<file path="src/rtl/alu_op_sequencer.sv">
// Request sequencer for a 3-phase (IDLE/EXEC/WB) ALU: buffers requests in a
// 4-deep FIFO, issues one op at a time in phase with the ALU, and returns results.
module alu_op_sequencer (
    input  logic       clk,
    input  logic       rst,
    input  logic       in_valid,
    output logic       in_ready,
    input  logic [3:0] in_a,
    input  logic [3:0] in_b,
    input  logic [1:0] in_op,
    output logic [3:0] alu_a,
    output logic [3:0] alu_b,
    output logic [1:0] alu_op,
    input  logic [3:0] alu_result,
    input  logic       alu_carry,
    input  logic       alu_zero,
    input  logic       alu_overflow,
    output logic       out_valid,
    input  logic       out_ready,
    output logic [3:0] out_result,
    output logic [2:0] out_flags,
    output logic [2:0] fifo_level,
    output logic       busy,
    output logic [7:0] done_cnt
);

    typedef enum logic {
        ST_IDLE,
        ST_WAIT
    } state_t;

    state_t      r_state;
    state_t      w_nextState;
    logic [1:0]  r_ph;
    logic [9:0]  r_fifoMem [0:3];
    logic [1:0]  r_wrPtr;
    logic [1:0]  r_rdPtr;
    logic [2:0]  r_level;
    logic [2:0]  r_age;
    logic [9:0]  r_operands;
    logic        r_outValid;
    logic [3:0]  r_outResult;
    logic [2:0]  r_outFlags;
    logic [7:0]  r_doneCnt;
    logic        w_push;
    logic        w_issue;
    logic        w_capture;

    assign in_ready   = (r_level < 3'd4);
    assign w_push     = in_valid && in_ready;
    assign fifo_level = r_level;
    assign busy       = (r_state == ST_WAIT);
    assign alu_a      = r_operands[3:0];
    assign alu_b      = r_operands[7:4];
    assign alu_op     = r_operands[9:8];
    assign out_valid  = r_outValid;
    assign out_result = r_outResult;
    assign out_flags  = r_outFlags;
    assign done_cnt   = r_doneCnt;

    always_ff @(posedge clk) begin
        if (rst) begin
            r_state <= ST_IDLE;
            r_ph    <= 2'd0;
        end else begin
            r_state <= w_nextState;
            r_ph    <= (r_ph == 2'd2) ? 2'd0 : r_ph + 2'd1;
        end
    end

    // Issue only at the end of WB so the op enters the ALU at its next IDLE.
    always_comb begin
        w_nextState = r_state;
        w_issue     = 1'b0;
        w_capture   = 1'b0;
        case (r_state)
            ST_IDLE: begin
                if ((r_ph == 2'd2) && (r_level != 3'd0)) begin
                    w_issue     = 1'b1;
                    w_nextState = ST_WAIT;
                end
            end
            ST_WAIT: begin
                if ((r_ph == 2'd0) && (r_age >= 3'd4) && (!r_outValid || out_ready)) begin
                    w_capture   = 1'b1;
                    w_nextState = ST_IDLE;
                end
            end
            default: w_nextState = ST_IDLE;
        endcase
    end

    always_ff @(posedge clk) begin
        if (w_push) begin
            r_fifoMem[r_wrPtr] <= {in_op, in_b, in_a};
        end
    end

    always_ff @(posedge clk) begin
        if (rst) begin
            r_wrPtr <= 2'd0;
            r_rdPtr <= 2'd0;
            r_level <= 3'd0;
        end else begin
            if (w_push) begin
                r_wrPtr <= r_wrPtr + 2'd1;
            end
            if (w_issue) begin
                r_rdPtr <= r_rdPtr + 2'd1;
            end
            case ({w_push, w_issue})
                2'b10:   r_level <= r_level + 3'd1;
                2'b01:   r_level <= r_level - 3'd1;
                default: r_level <= r_level;
            endcase
        end
    end

    // r_age counts cycles since issue, saturating once capture becomes legal.
    always_ff @(posedge clk) begin
        if (rst) begin
            r_operands <= 10'd0;
            r_age      <= 3'd0;
        end else if (w_issue) begin
            r_operands <= r_fifoMem[r_rdPtr];
            r_age      <= 3'd1;
        end else if ((r_state == ST_WAIT) && (r_age < 3'd4)) begin
            r_age <= r_age + 3'd1;
        end
    end

    always_ff @(posedge clk) begin
        if (rst) begin
            r_outValid  <= 1'b0;
            r_outResult <= 4'd0;
            r_outFlags  <= 3'd0;
            r_doneCnt   <= 8'd0;
        end else if (w_capture) begin
            r_outValid  <= 1'b1;
            r_outResult <= alu_result;
            r_outFlags  <= {alu_overflow, alu_carry, alu_zero};
            r_doneCnt   <= r_doneCnt + 8'd1;
        end else if (r_outValid && out_ready) begin
            r_outValid <= 1'b0;
        end
    end

endmodule

</file>
<file path="config.mk">
export PLATFORM = sky130hd
export DESIGN_NAME = alu_op_sequencer
export DESIGN_NICKNAME = d
export VERILOG_FILES = /design/src/rtl/alu_op_sequencer.sv
export SDC_FILE = /design/constraint.sdc
export NUM_CORES = 1
export LEC_CHECK = 0
export CAP_MARGIN = 20
export CORE_MARGIN = 4
export CORE_UTILIZATION = 40
export DETAILED_ROUTE_END_ITERATION = 7
export SYNTH_ARGS = -nofsm -noshare
export SYNTH_HDL_FRONTEND = slang
export SYNTH_SLANG_ARGS = --single-unit
</file>
<file path="constraint.sdc">
create_clock -name clk -period 3.7 [get_ports clk]
set_input_delay 0.74 -clock clk [delete_from_list [all_inputs] [get_ports clk]]
set_output_delay 0.74 -clock clk [all_outputs]
set_load 0.005 [all_outputs]
</file>
Word level (Yosys, flattened, before mapping)
Memories as Yosys holds them, arrays and structs flattened. A register that Yosys moved wholly into a read port is not among the register bits.
Index checks and enable logic that the tools add are counted.
{ "classes": {"add_sub_neg": 7, "n_lt_le_gt_ge": 3, "eq_ne": 3, "muxes": 13, "n_bitwise": 1, "reduce_logical": 15} }
{ "op_table": {"columns": ["operator", "count"], "rows": [
  ["two-way mux 1 bit", 11],
  ["adder 8 x 1 -> 8 bit, second input constant", 1],
  ["adder 2 x 1 -> 2 bit, second input constant", 3],
  ["adder 3 x 1 -> 3 bit, second input constant", 2],
  ["logical AND 1 bit", 6],
  ["< comparator 3 bit, second input constant", 2],
  ["one-hot mux 3 bit (2 select lines)", 1],
  ["nonzero test 2 bit", 3],
  ["== test 2 bit, second input constant", 2],
  ["OR reduction 2 bit", 2],
  [">= comparator 3 bit, second input constant", 1],
  ["nonzero test 3 bit", 1],
  ["subtractor 3 x 1 -> 3 bit, second input constant", 1],
  ["== test 2 x 1 -> 1 bit, second input constant", 1],
  ["logical NOT 2 bit", 1],
  ["one-hot mux 1 bit (2 select lines)", 1],
  ["logical NOT 1 bit", 1],
  ["logical OR 1 bit", 1],
  ["inverter 1 bit", 1]
]} }
{ "word_totals": {"regBits": 29, "ram_bits": 40, "in_bits": 21, "out_inout_bits": 31, "elab_cells": 54, "mem_count": 1} }
{ "mem_list": {"columns": ["memory", "depth", "word_bits", "rd", "rd_clocked_by_memory_dff", "wr", "line_no", "rtl"], "rows": [
  ["r_fifoMem", 4, 10, 1, 1, 1, "35", "logic [9:0] r_fifoMem [0:3];"]
]} }

Depth between registers and ports, before layout
{ "depth": {"word_depth": 6, "depth_mapped": 11, "mapped_depth_nobuf": 10} }

Worst setup path before layout
OpenSTA, ideal clock, no wires.
{ "synth_timing": {"path_kind": "register to register", "startpoint": "register r_ph[0]", "endpoint": "register r_level[2], in the netlist fifo_level[2]", "setup_ns": 0.071, "arrival_time_ns": 2.325, "required_time_ns": 3.629, "slack_ns": 1.304, "stages_incl_launch_ff": 12, "n_path_buf": 1, "period_less_slack_ns": 2.396, "path_cell_list": "dfxtp_1 -> inv_1 -> ha_1 -> o311ai_2 -> inv_1 -> clkbuf_1 -> ha_1 -> inv_1 -> fa_1 -> xor2_1 -> or3_1 -> a21oi_1"} }
{ "synth_between": {"elab_chain_cells": 6, "word_cells_on_any_way": 8, "cone_classes": "3 x eq/ne; 3 x mux; 2 x reduce/logical"} }
{ "synth_lines": {"columns": ["element", "line_no", "rtl"], "rows": [
  ["start: declaration", "34", "logic [1:0] r_ph;"],
  ["start signal: assignment", "67", "r_ph <= (r_ph == 2'd2) ? 2'd0 : r_ph + 2'd1;"],
  ["== test 2 bit *", "78", "if ((r_ph == 2'd2) && (r_level != 3'd0)) begin"],
  ["logical AND 1 bit *", "78", null],
  ["two-way mux 1 bit *", "78", null],
  ["two-way mux 1 bit *", "76", "case (r_state)"],
  ["named net w_issue", "46", "logic w_issue;"],
  ["== test 2 x 1 -> 1 bit or == test 2 bit (tied branches)", "111", "case ({w_push, w_issue})"],
  ["one-hot mux 3 bit (2 select lines) or nonzero test 2 bit (tied branches)", null, null],
  ["end signal: assignment", "112", "2'b10: r_level <= r_level + 3'd1;"],
  ["end signal: assignment", "113", "2'b01: r_level <= r_level - 3'd1;"],
  ["end signal: assignment", "114", "default: r_level <= r_level;"],
  ["end: declaration", "38", "logic [2:0] r_level;"]
]} }
The timed path passes the listed nets; every way through them passes the cells marked *.
A chain may end at the register's enable or synchronous reset.

Final worst setup path
{ "layout_timing": {"startpoint": "register r_ph[0]", "endpoint": "register r_level[2], in the netlist fifo_level[2]"} }
{ "layout_between": {"elab_chain_cells": 6, "word_cells_on_any_way": 8, "cone_classes": "3 x eq/ne; 3 x mux; 2 x reduce/logical"} }
{ "layout_lines": {"columns": ["element", "line_no"], "rows": [
  ["== test 2 bit *", "78"],
  ["logical AND 1 bit *", "78"],
  ["two-way mux 1 bit *", "78"],
  ["two-way mux 1 bit *", "76"],
  ["== test 2 x 1 -> 1 bit or == test 2 bit (tied branches)", "111"],
  ["one-hot mux 3 bit (2 select lines) or nonzero test 2 bit (tied branches)", null]
]} }
Mark *: on every way between the ends. The rest lies on a longest branch, timed or not.

==> metrics.md <==
| Metric | Value |
|---|---|
| Yosys top cell area share | 0.391 |
| N_diodes | 0 |
| Final worst-path cycle share | 0.705 |
| Hpwl dp | 3770 um |
| Sink Count | 79 |
| Syn_nets | 266 |
| Final total power | 1.79 mW |
| Num CTS Buffers | 9 |
| Mapped Cells | 235 |
| DR WL/cell | 14.1 um |
| Ys Warns | 0 |
| 1st-iter DRT viols | 78 |
| Post-Syn Area | 3070 um2 |
| Yosys top cell by area | edfxtp_1 |
| Max Cap Viol | 0 |
| Fin crit period | 2610 ps |
| Post-route antenna net violation count | 0 |
| Crit path launch type | flip-flop |
| Peak supply drop | 0.234 mV |
| Pin count of the biggest net entering global routing | 40 |
| Finished Cell Area | 3850 um2 |
| CTS max path bufs | 2 |
| Crit path arrival time | 2890 ps |
| Crit Path Class | flip-flop to flip-flop |
| DRC Markers | 0 |
| FMAX | 383 MHz |
| Status | complete, no violations |
| Initial antenna violation count | 0 |
| Global-route wire length before repair | 9110 um |
| Row cnt | 31 |
| Port Buffer Count | 51 |
| Hold Buf Count CTS | 0 |
| Setup TNS Final | 0 ps |
| CTS H-tree lvls | 3 |
| Avg Vias per Cell | 4.85 |
| Initial Utilization | 0.417 |
| Worst-path maximum fanout | 15 |
| Vias in the first global route | 1,894 |
| Skew final | 11.2 ps |
| Total number of vias | 1,903 |
| Clock root cell | clkbuf_8 |
| Seq cells post-synth | 79 |
| Post-Route WL | 5520 um |
| Yosys cell types | 31 |
| Final setup fails | 0 |
| Unrepaired setup endpoints after global routing | false |
| CTS tree | yes |
| CORE AREA | 7370 um2 |
| DIE AREA | 9150 um2 |
| Worst-path clk slew | 90 ps |
| Die X | 95.6 um |
| Post-CTS Setup Bufs | 0 |
| Ratio of cells with drive above 1 in the final layout | 0.102 |
| Io pins | 52 |
| Static Leak | 1.33 nW |
| Crit path capture type | flip-flop |
| Sequential area share after synthesis | 0.645 |
| Max_slew headroom | 0.488 |
| PD cells | 465 nW/um2 |
| Post_cts resized | 0 |
| DR pass1 iterations | 4 |
| Die Y | 95.6 um |
| Least-Margin Pin Slew | 766 ps |
| DP Area | 3670 um2 |
| Area grow syn2layout | 25.5% |
| GRT Util Overall | 0.131 |
| Syn_area_per_cell | 13.1 um2 |
| GPL Wtd Cong | 0.799 |
| Max-slew violations | 0 |
| WP data required | 3980 ps |
| Total gr overflow | 0 |
| Worst-Skew Late Latency | 350 ps |
| Hold Vio Cnt, Final | 0 |
| Worst reg2reg setup slack | 1090 ps |
| HP Class | flip-flop to flip-flop |
| Top cells by area, synth | edfxtp_1 (39%), dfxtp_1 (25%), mux4_2 (7.3%) |
| Fin nets | 319 |
==> cells by family after synthesis <==
logic type	synth area share
and+or+nand+nor	0.102
DFF	0.645
adders and majority gates	0.0432
muxes	0.103
AOI/OAI and AO/OA	0.0440
buffers and inverters	0.0314
xor gates and xnor gates	0.0314
==> worst max-delay path, stage by stage (launching register included) <==
cell and delay [ps]:
dfxtp_1 320, inv_1 70, ha_1 200, o311ai_2 110, buf_4 200, inv_1 340
ha_1 260, inv_1 60, fa_1 370, xor2_1 160, or3_1 300, a21oi_1 150
==> path summary, 6_finish.rpt <==
check / start / to / cells past startpoint
worst max-delay path: r_ph[0] / fifo_level[2] / 11
worst min-delay path: r_ph[0] / r_ph[0] / 1
worst max register to register: r_ph[0] / fifo_level[2] / 11
worst min register to register: r_ph[0] / r_ph[0] / 1
==> synthesized netlist by cell type <==
cell type	count
buf_2	2
mux4_2	10
clkbuf_1	7
nor3_1	5
inv_2	1
mux2i_1	9
o311ai_2	1
xor2_1	3
nand3_1	1
nand4_1	3
xnor2_1	8
inv_1	11
dfxtp_1	39
nor3b_1	1
o21ai_0	3
nand2_1	23
buf_6	1
nor2b_1	2
nor2_1	23
nor4b_1	1
fa_1	1
or4_1	1
a31oi_1	1
ha_1	9
and2_1	4
edfxtp_1	40
o31ai_1	1
nor4_1	2
or3_1	3
a21oi_1	18
buf_1	1
==> cell usage in the layout (no fill, tap or decap), drive strengths merged, types with 3 or more instances in the layout <==
master and instances:
clkdlybuf4s50 51, edfxtp 40, dfxtp 39, nand2 23, nor2 23, a21oi 18
inv 16, mux4 10, mux2i 9, ha 9, clkbuf 9, xnor2 8
nor3 5, and2 4, nand4 3, or3 3, xor2 3, o21ai 3
==> where the power goes <==
group	switching [mW]	internal (mW)	leakage [nW]
Clock	0.338	0.256	0.0888
Combinational	0.0906	0.104	0.562
Sequential	0.0331	0.972	0.683
Total	0.462	1.33	1.33
==> flip-flops by register name, summed over array words and instances (netlist names) <==
name / count
r_fifoMem: 40
r_operands: 10
done_cnt: 8
out_result: 4
fifo_level: 3
out_flags: 3
r_age: 3
r_ph: 2
r_rdPtr: 2
r_wrPtr: 2
busy: 1
out_valid: 1
==> layer usage <==
metal,routed length [um],up-vias,GRT usage
li1,-,941,-
met3,338,10,0.0316
met4,93,0,0.0640
met2,2550,47,0.201
met1,2540,905,0.174
met5,0,-,0
==> through the flow <==
stage                     std cells  utilization  hold WS (ps)  setup slack (ps)
after detailed placement        376        0.498           411               913
final                           392        0.523           423              1090
after global placement          376        0.498           410               992
after CTS                       392        0.523           425              1060
after floorplan                 235            -           401              1300
after global routing            392        0.523           436               919
==> final cells by class <==
class	instances	area (um2)
fill	663	3510
sequential	79	1980
multi-input combinational	133	993
timing repair buffer	53	526
clock buffer	9	124
tap	99	124
clock inverter	7	61.3
inverter	12	45.0
Note: power is estimated with default switching activity, not from simulation.
